$ cat src/rtl/multiword_add_ctrl.sv
// Multi-word adder sequencer: drives one shared WIDTH-bit adder over WORDS cycles, LS word first.
// Optional subtract mode is built when MADD_SUB_EN is defined (adds the sub port).
module multiword_add_ctrl #(
    parameter int WIDTH = 32,
    parameter int WORDS = 4
) (
    input  logic                     clk,
    input  logic                     rst,
    input  logic                     start,
    input  logic [WIDTH*WORDS-1:0]   op_a,
    input  logic [WIDTH*WORDS-1:0]   op_b,
    input  logic                     cin,
`ifdef MADD_SUB_EN
    input  logic                     sub,
`endif
    output logic                     busy,
    output logic                     done,
    output logic [WIDTH*WORDS-1:0]   result,
    output logic                     cout,
    output logic                     ovf,
    output logic [WIDTH-1:0]         add_a,
    output logic [WIDTH-1:0]         add_b,
    output logic                     add_cin,
    input  logic [WIDTH-1:0]         add_sum,
    input  logic                     add_cout
);
    localparam int N    = WIDTH * WORDS;
    localparam int IDXW = $clog2(WORDS);
    localparam logic [IDXW-1:0] LAST = IDXW'(WORDS - 1);

    typedef enum logic [1:0] {IDLE, RUN, DONE} state_t;

    state_t           state_q, state_d;
    logic [IDXW-1:0]  idx_q, idx_d;
    logic [N-1:0]     a_q, a_d, b_q, b_d, result_q, result_d;
    logic             carry_q, carry_d, cout_q, cout_d, ovf_q, ovf_d;
    logic             sub_q, sub_d;
    logic             start_sub;

`ifdef MADD_SUB_EN
    assign start_sub = sub;
`else
    assign start_sub = 1'b0;
`endif

    always_ff @(posedge clk or posedge rst) begin
        if (rst) begin
            state_q  <= IDLE;
            idx_q    <= '0;
            a_q      <= '0;
            b_q      <= '0;
            result_q <= '0;
            carry_q  <= 1'b0;
            cout_q   <= 1'b0;
            ovf_q    <= 1'b0;
            sub_q    <= 1'b0;
        end else begin
            state_q  <= state_d;
            idx_q    <= idx_d;
            a_q      <= a_d;
            b_q      <= b_d;
            result_q <= result_d;
            carry_q  <= carry_d;
            cout_q   <= cout_d;
            ovf_q    <= ovf_d;
            sub_q    <= sub_d;
        end
    end

    always_comb begin
        state_d = state_q;
        case (state_q)
            IDLE:    if (start) state_d = RUN;
            RUN:     if (idx_q == LAST) state_d = DONE;
            DONE:    state_d = IDLE;
            default: state_d = IDLE;
        endcase
    end

    always_comb begin
        idx_d    = idx_q;
        a_d      = a_q;
        b_d      = b_q;
        result_d = result_q;
        carry_d  = carry_q;
        cout_d   = cout_q;
        ovf_d    = ovf_q;
        sub_d    = sub_q;
        if (state_q == IDLE && start) begin
            a_d     = op_a;
            b_d     = op_b;
            sub_d   = start_sub;
            carry_d = start_sub ? 1'b1 : cin;
            idx_d   = '0;
            cout_d  = 1'b0;
            ovf_d   = 1'b0;
        end else if (state_q == RUN) begin
            result_d[idx_q*WIDTH +: WIDTH] = add_sum;
            carry_d = add_cout;
            if (idx_q == LAST) begin
                // Overflow judged on the MS word exactly as the adder saw it (B already inverted for subtract).
                idx_d  = '0;
                cout_d = add_cout;
                ovf_d  = (add_a[WIDTH-1] == add_b[WIDTH-1]) && (add_sum[WIDTH-1] != add_a[WIDTH-1]);
            end else begin
                idx_d = idx_q + 1'b1;
            end
        end
    end

    always_comb begin
        busy    = (state_q != IDLE);
        done    = (state_q == DONE);
        add_a   = '0;
        add_b   = '0;
        add_cin = 1'b0;
        if (state_q == RUN) begin
            add_a   = a_q[idx_q*WIDTH +: WIDTH];
            add_b   = sub_q ? ~b_q[idx_q*WIDTH +: WIDTH] : b_q[idx_q*WIDTH +: WIDTH];
            add_cin = carry_q;
        end
    end

    assign result = result_q;
    assign cout   = cout_q;
    assign ovf    = ovf_q;

endmodule

$ cat config.mk
export PLATFORM = sky130hd
export DESIGN_NAME = multiword_add_ctrl
export DESIGN_NICKNAME = d
export VERILOG_FILES = /design/src/rtl/multiword_add_ctrl.sv
export SDC_FILE = /design/constraint.sdc
export NUM_CORES = 1
export LEC_CHECK = 0
export CAP_MARGIN = 20
export CORE_UTILIZATION = 40
export DETAILED_ROUTE_END_ITERATION = 12
export GPL_ROUTABILITY_DRIVEN = 0
export PLACE_DENSITY = 0.69
export REMOVE_ABC_BUFFERS = 1
export SLEW_MARGIN = 0
export SYNTH_ARGS = -nofsm -noshare
export SYNTH_HDL_FRONTEND = slang
export SYNTH_SLANG_ARGS = --single-unit
$ cat constraint.sdc
create_clock -name clk -period 36.1 [get_ports clk]
set_input_delay 10.83 -clock clk [delete_from_list [all_inputs] [get_ports clk]]
set_output_delay 10.83 -clock clk [all_outputs]
set_load 0.1 [all_outputs]
# Yosys cells after proc, flatten, opt, wreduce, memory -nomap -nowiden
# Index checks and enable logic that the tools add are counted.
# classes
addsub,2
n_mul,0
div_mod_pow,0
magnitude_cmp,0
n_eq_ne,7
shifts,4
muxes,18
n_bitwise,1
n_reduce_logical,9
# ops
cell,n
$shiftx A128 B8 Y32,2
$bwmux W128,1
$shift A32 B34 Y128 const A,1
$shiftx A32 B34 Y128,1
$mux W32,2
$neg A7 Y34,1
$mux W2,5
$mux W1,9
$reduce_and A2 Y1,3
$reduce_bool A2 Y1,3
$eq A2 B2 Y1 const B,2
$pmux W2 S2,1
$add A2 B1 Y2 const B,1
$eq A2 B1 Y1 const B,1
$logic_and A1 B1 Y1,2
$logic_not A2 Y1,1
$ne A2 B1 Y1 const B,1
$ne A2 B2 Y1 const B,1
$eq A1 B1 Y1,1
$ne A1 B1 Y1,1
$not A1 Y1,1
# totals
ff_bits,391
latchBits,0
mem_bits_rw,0
mem_bits_ro,0
inputBits,293
out_inout_bits,197
wordCells,49
n_memories,0

# Logic depth before layout (Yosys ltp)
# logic_depth
depth_word,7
depth_mapped,10
mapped_depth_nobuf,5

# Worst setup path before layout
# No wires, ideal clock.
# synth_timing
path_type,register to output
start,register idx_q[1]
end,output add_a[0]
t_arrival_ps,2074
t_required_ps,25270
slack_ps,23196
path_stages_with_launch,6
path_buffers,3
cell_sequence,dfrtp_1 buf_4 buf_2 buf_2 mux4_2 and2_1
# synth_between
elab_chain_len,2
# synth_rtl
item,line,source
start: declaration,34,"logic [IDXW-1:0] idx_q, idx_d;"
start signal: assignment,59,idx_q <= idx_d;
$shiftx A128 B8 Y32,118,add_a = a_q[idx_q*WIDTH +: WIDTH];
$mux W32,117,if (state_q == RUN) begin
end: declaration,21,"output logic [WIDTH-1:0] add_a,"
# No other way between the ends.

# Final worst setup path
# layout_timing
start,register idx_q[0]
end,output add_a[25]
# The elaborated chain is that of the path after synthesis.

==> impl_metrics.tcl <==
set metrics [dict create \
    outcome "completed" \
    rr_startpoint "idx_q[0]" \
    wl_per_cell_um 21.7 \
    netlist_area_mm2 0.0166 \
    ctsLongestPathBuffers 3 \
    grt_max_degree 166 \
    synth.distinct_cells 32 \
    drc 0 \
    synthCells 1158 \
    cp-endpoint "add_a[25]" \
    top_layer "met5" \
    most-common-layout-cells "489 x clkdlybuf4s50_1, 389 x dfrtp_1, 256 x mux2_2" \
    synth.avg_cell_area_um2 14.3 \
    yosysSeqAreaShare_pct 58.9 \
    hpwl_um 32900 \
    post-route-period-util_pct 41.0 \
    fp.coreArea_mm2 0.0409 \
    antenna_found_initial 18 \
    pre_cts_slack_ps 21720 \
    rows 74 \
    dpl_cell_area_mm2 0.0219 \
    relSlewSlack_pct 26.9 \
    rsz0062_at_grt "false" \
    die_h_um 206 \
    worstSetupEndpointType "output port" \
    grtUsageTotal_pct 22.6 \
    grt_pass1_wl_um 71900 \
    viasPerCell 5.16 \
    slew_violations 0 \
    worst-endpoint-arrival_ps 3980 \
    clock_sinks 391 \
    syn_to_final_growth_pct 40.9 \
    wl_met3_um 5190 \
    tns_ps 0 \
    antenna_left 0 \
    cp-start-kind "register" \
    final_common_cell "clkdlybuf4s50_1" \
    yosys_warnings 0 \
    fin_nets 1924 \
    setup_viol 0 \
    ctsResizeCount 0 \
    r2r_slack_ps 32450 \
    setup_slack_ps 21290 \
    period_needed_ps 14810 \
    regToRegEndpoint "result[38]" \
    cts_tree "done" \
    grt-ovfl-total 0 \
    clk_pin_slew_ps 60 \
    fmax_mhz 67.5 \
    grt_pass1_vias 12200 \
    pin_count 490 \
    htree_levels 2 \
    initial_core_util_pct 40.6 \
    wl_met1_um 18400 \
    drt_pass1_iterations 5 \
    maxCapViolCount 0 \
    wl_met2_um 22600 \
    clock_latency_ps 570 \
    post_cts_buffers 0 \
    die-area_mm2 0.0423 \
    finalHoldViolCount 0 \
    cp.required_ps 25270 \
    die_w_um 206 \
    design_area_mm2 0.0234 \
    fin_skew_ps 16.8 \
    reg2reg_depth 6 \
    drive_above_1_share_pct 24.9 \
    vias 11300 \
    cts_buffers 43 \
    ys_seq_elements 391 \
    totalWireLength_um 47600 \
    holdBufCountCts 0 \
    hp-class "reg2reg" \
    worstSetupPathType "reg2out" \
    drtIter0Drc 571 \
    root_buffer "clkbuf_16" \
    numPortBuffers 489 \
    tightest_slew_ps 1090 \
    worstSetupStartpoint "idx_q[0]" \
    cp_max_fo 41 \
]
Yosys cell counts, drive strengths merged:
master	n	area share (%)
nand2b	1	0.038
o31ai	1	0.045
a22o	64	3.4
nand4bb	1	0.068
nor2	2	0.045
dfrtp	391	59
and2	65	2.4
and4bb	1	0.075
o21ai	66	2.0
a22oi	1	0.045
nor2b	2	0.075
nand3b	4	0.18
o21bai	1	0.045
mux4	64	8.7
mux2	256	17
nor3b	1	0.045
clkbuf	32	0.72
or4b	1	0.060
o311ai	1	0.053
nand2	134	3.0
or3	1	0.038
buf	51	1.8
ha	6	0.45
nor4b	2	0.18
or2	1	0.038
mux2i	1	0.060
nand3	1	0.030
inv	4	0.090
a21oi	2	0.060
layout make-up:
| type | instances | area, um2 |
|---|---|---|
| Fill cell | 3312 | 17500 |
| Multi-Input combinational cell | 680 | 6430 |
| Sequential cell | 391 | 9790 |
| Antenna cell | 10 | 25.0 |
| Tap cell | 532 | 666 |
| Inverter | 4 | 22.5 |
| Timing Repair Buffer | 505 | 5040 |
| Clock buffer | 63 | 1270 |
| Clock inverter | 14 | 150 |
state kept, by name (all words and copies together), names as in the netlist:
register  flops
a_q         128
b_q         128
carry_q       1
cout          1
idx_q         2
ovf           1
result      128
state_q       2
critical path, stage by stage, from the launching register on:
cell             delay [ps]
dfrtp_4                 820
buf_4                   770
mux4_2                  600
and2_1                  230
clkdlybuf4s50_1         980
per-layer routing:
layer	global-route usage, %	vias up
met4	8.89	16
met3	9.09	93
met1	26.9	5701
met5	0	-
met2	36.2	423
li1	-	5107
worst min-delay path by stage:
stage | startpoint | endpoint | slack [ps] | cells past startpoint
2_1_floorplan | a_q[64] | a_q[64] | 480 | 1
3_5_place_dp | result[47] | result[47] | 470 | 2
4_1_cts | result[47] | result[47] | 480 | 2
5_1_grt | result[69] | result[69] | 500 | 2
6_report | result[83] | result[83] | 480 | 2
3_3_place_gp | result[78] | result[78] | 460 | 2
metrics by stage:
stage | std cells | util, % | hold WS, ps
2_1_floorplan | 1075 | - | 476
3_3_place_gp | 2112 | 53.6 | 462
3_5_place_dp | 2112 | 53.6 | 469
4_1_cts | 2189 | 57.1 | 482
5_1_grt | 2195 | 57.1 | 503
6_report | 2199 | 57.2 | 479
logic make-up after synthesis:
logic type | count (synthesis) | synth area share (%)
AO/OA/AOI/OAI | 136 | 5.61
adder cells (fa/ha/maj) | 6 | 0.452
buffers and inverters | 87 | 2.57
flip-flops | 391 | 58.9
multiplexers | 321 | 26.1
AND/OR/NAND/NOR | 217 | 6.35
Power is left out: the tool's default activity adds up to more than one toggle a clock period on the data nets, which glitch-free logic cannot reach.
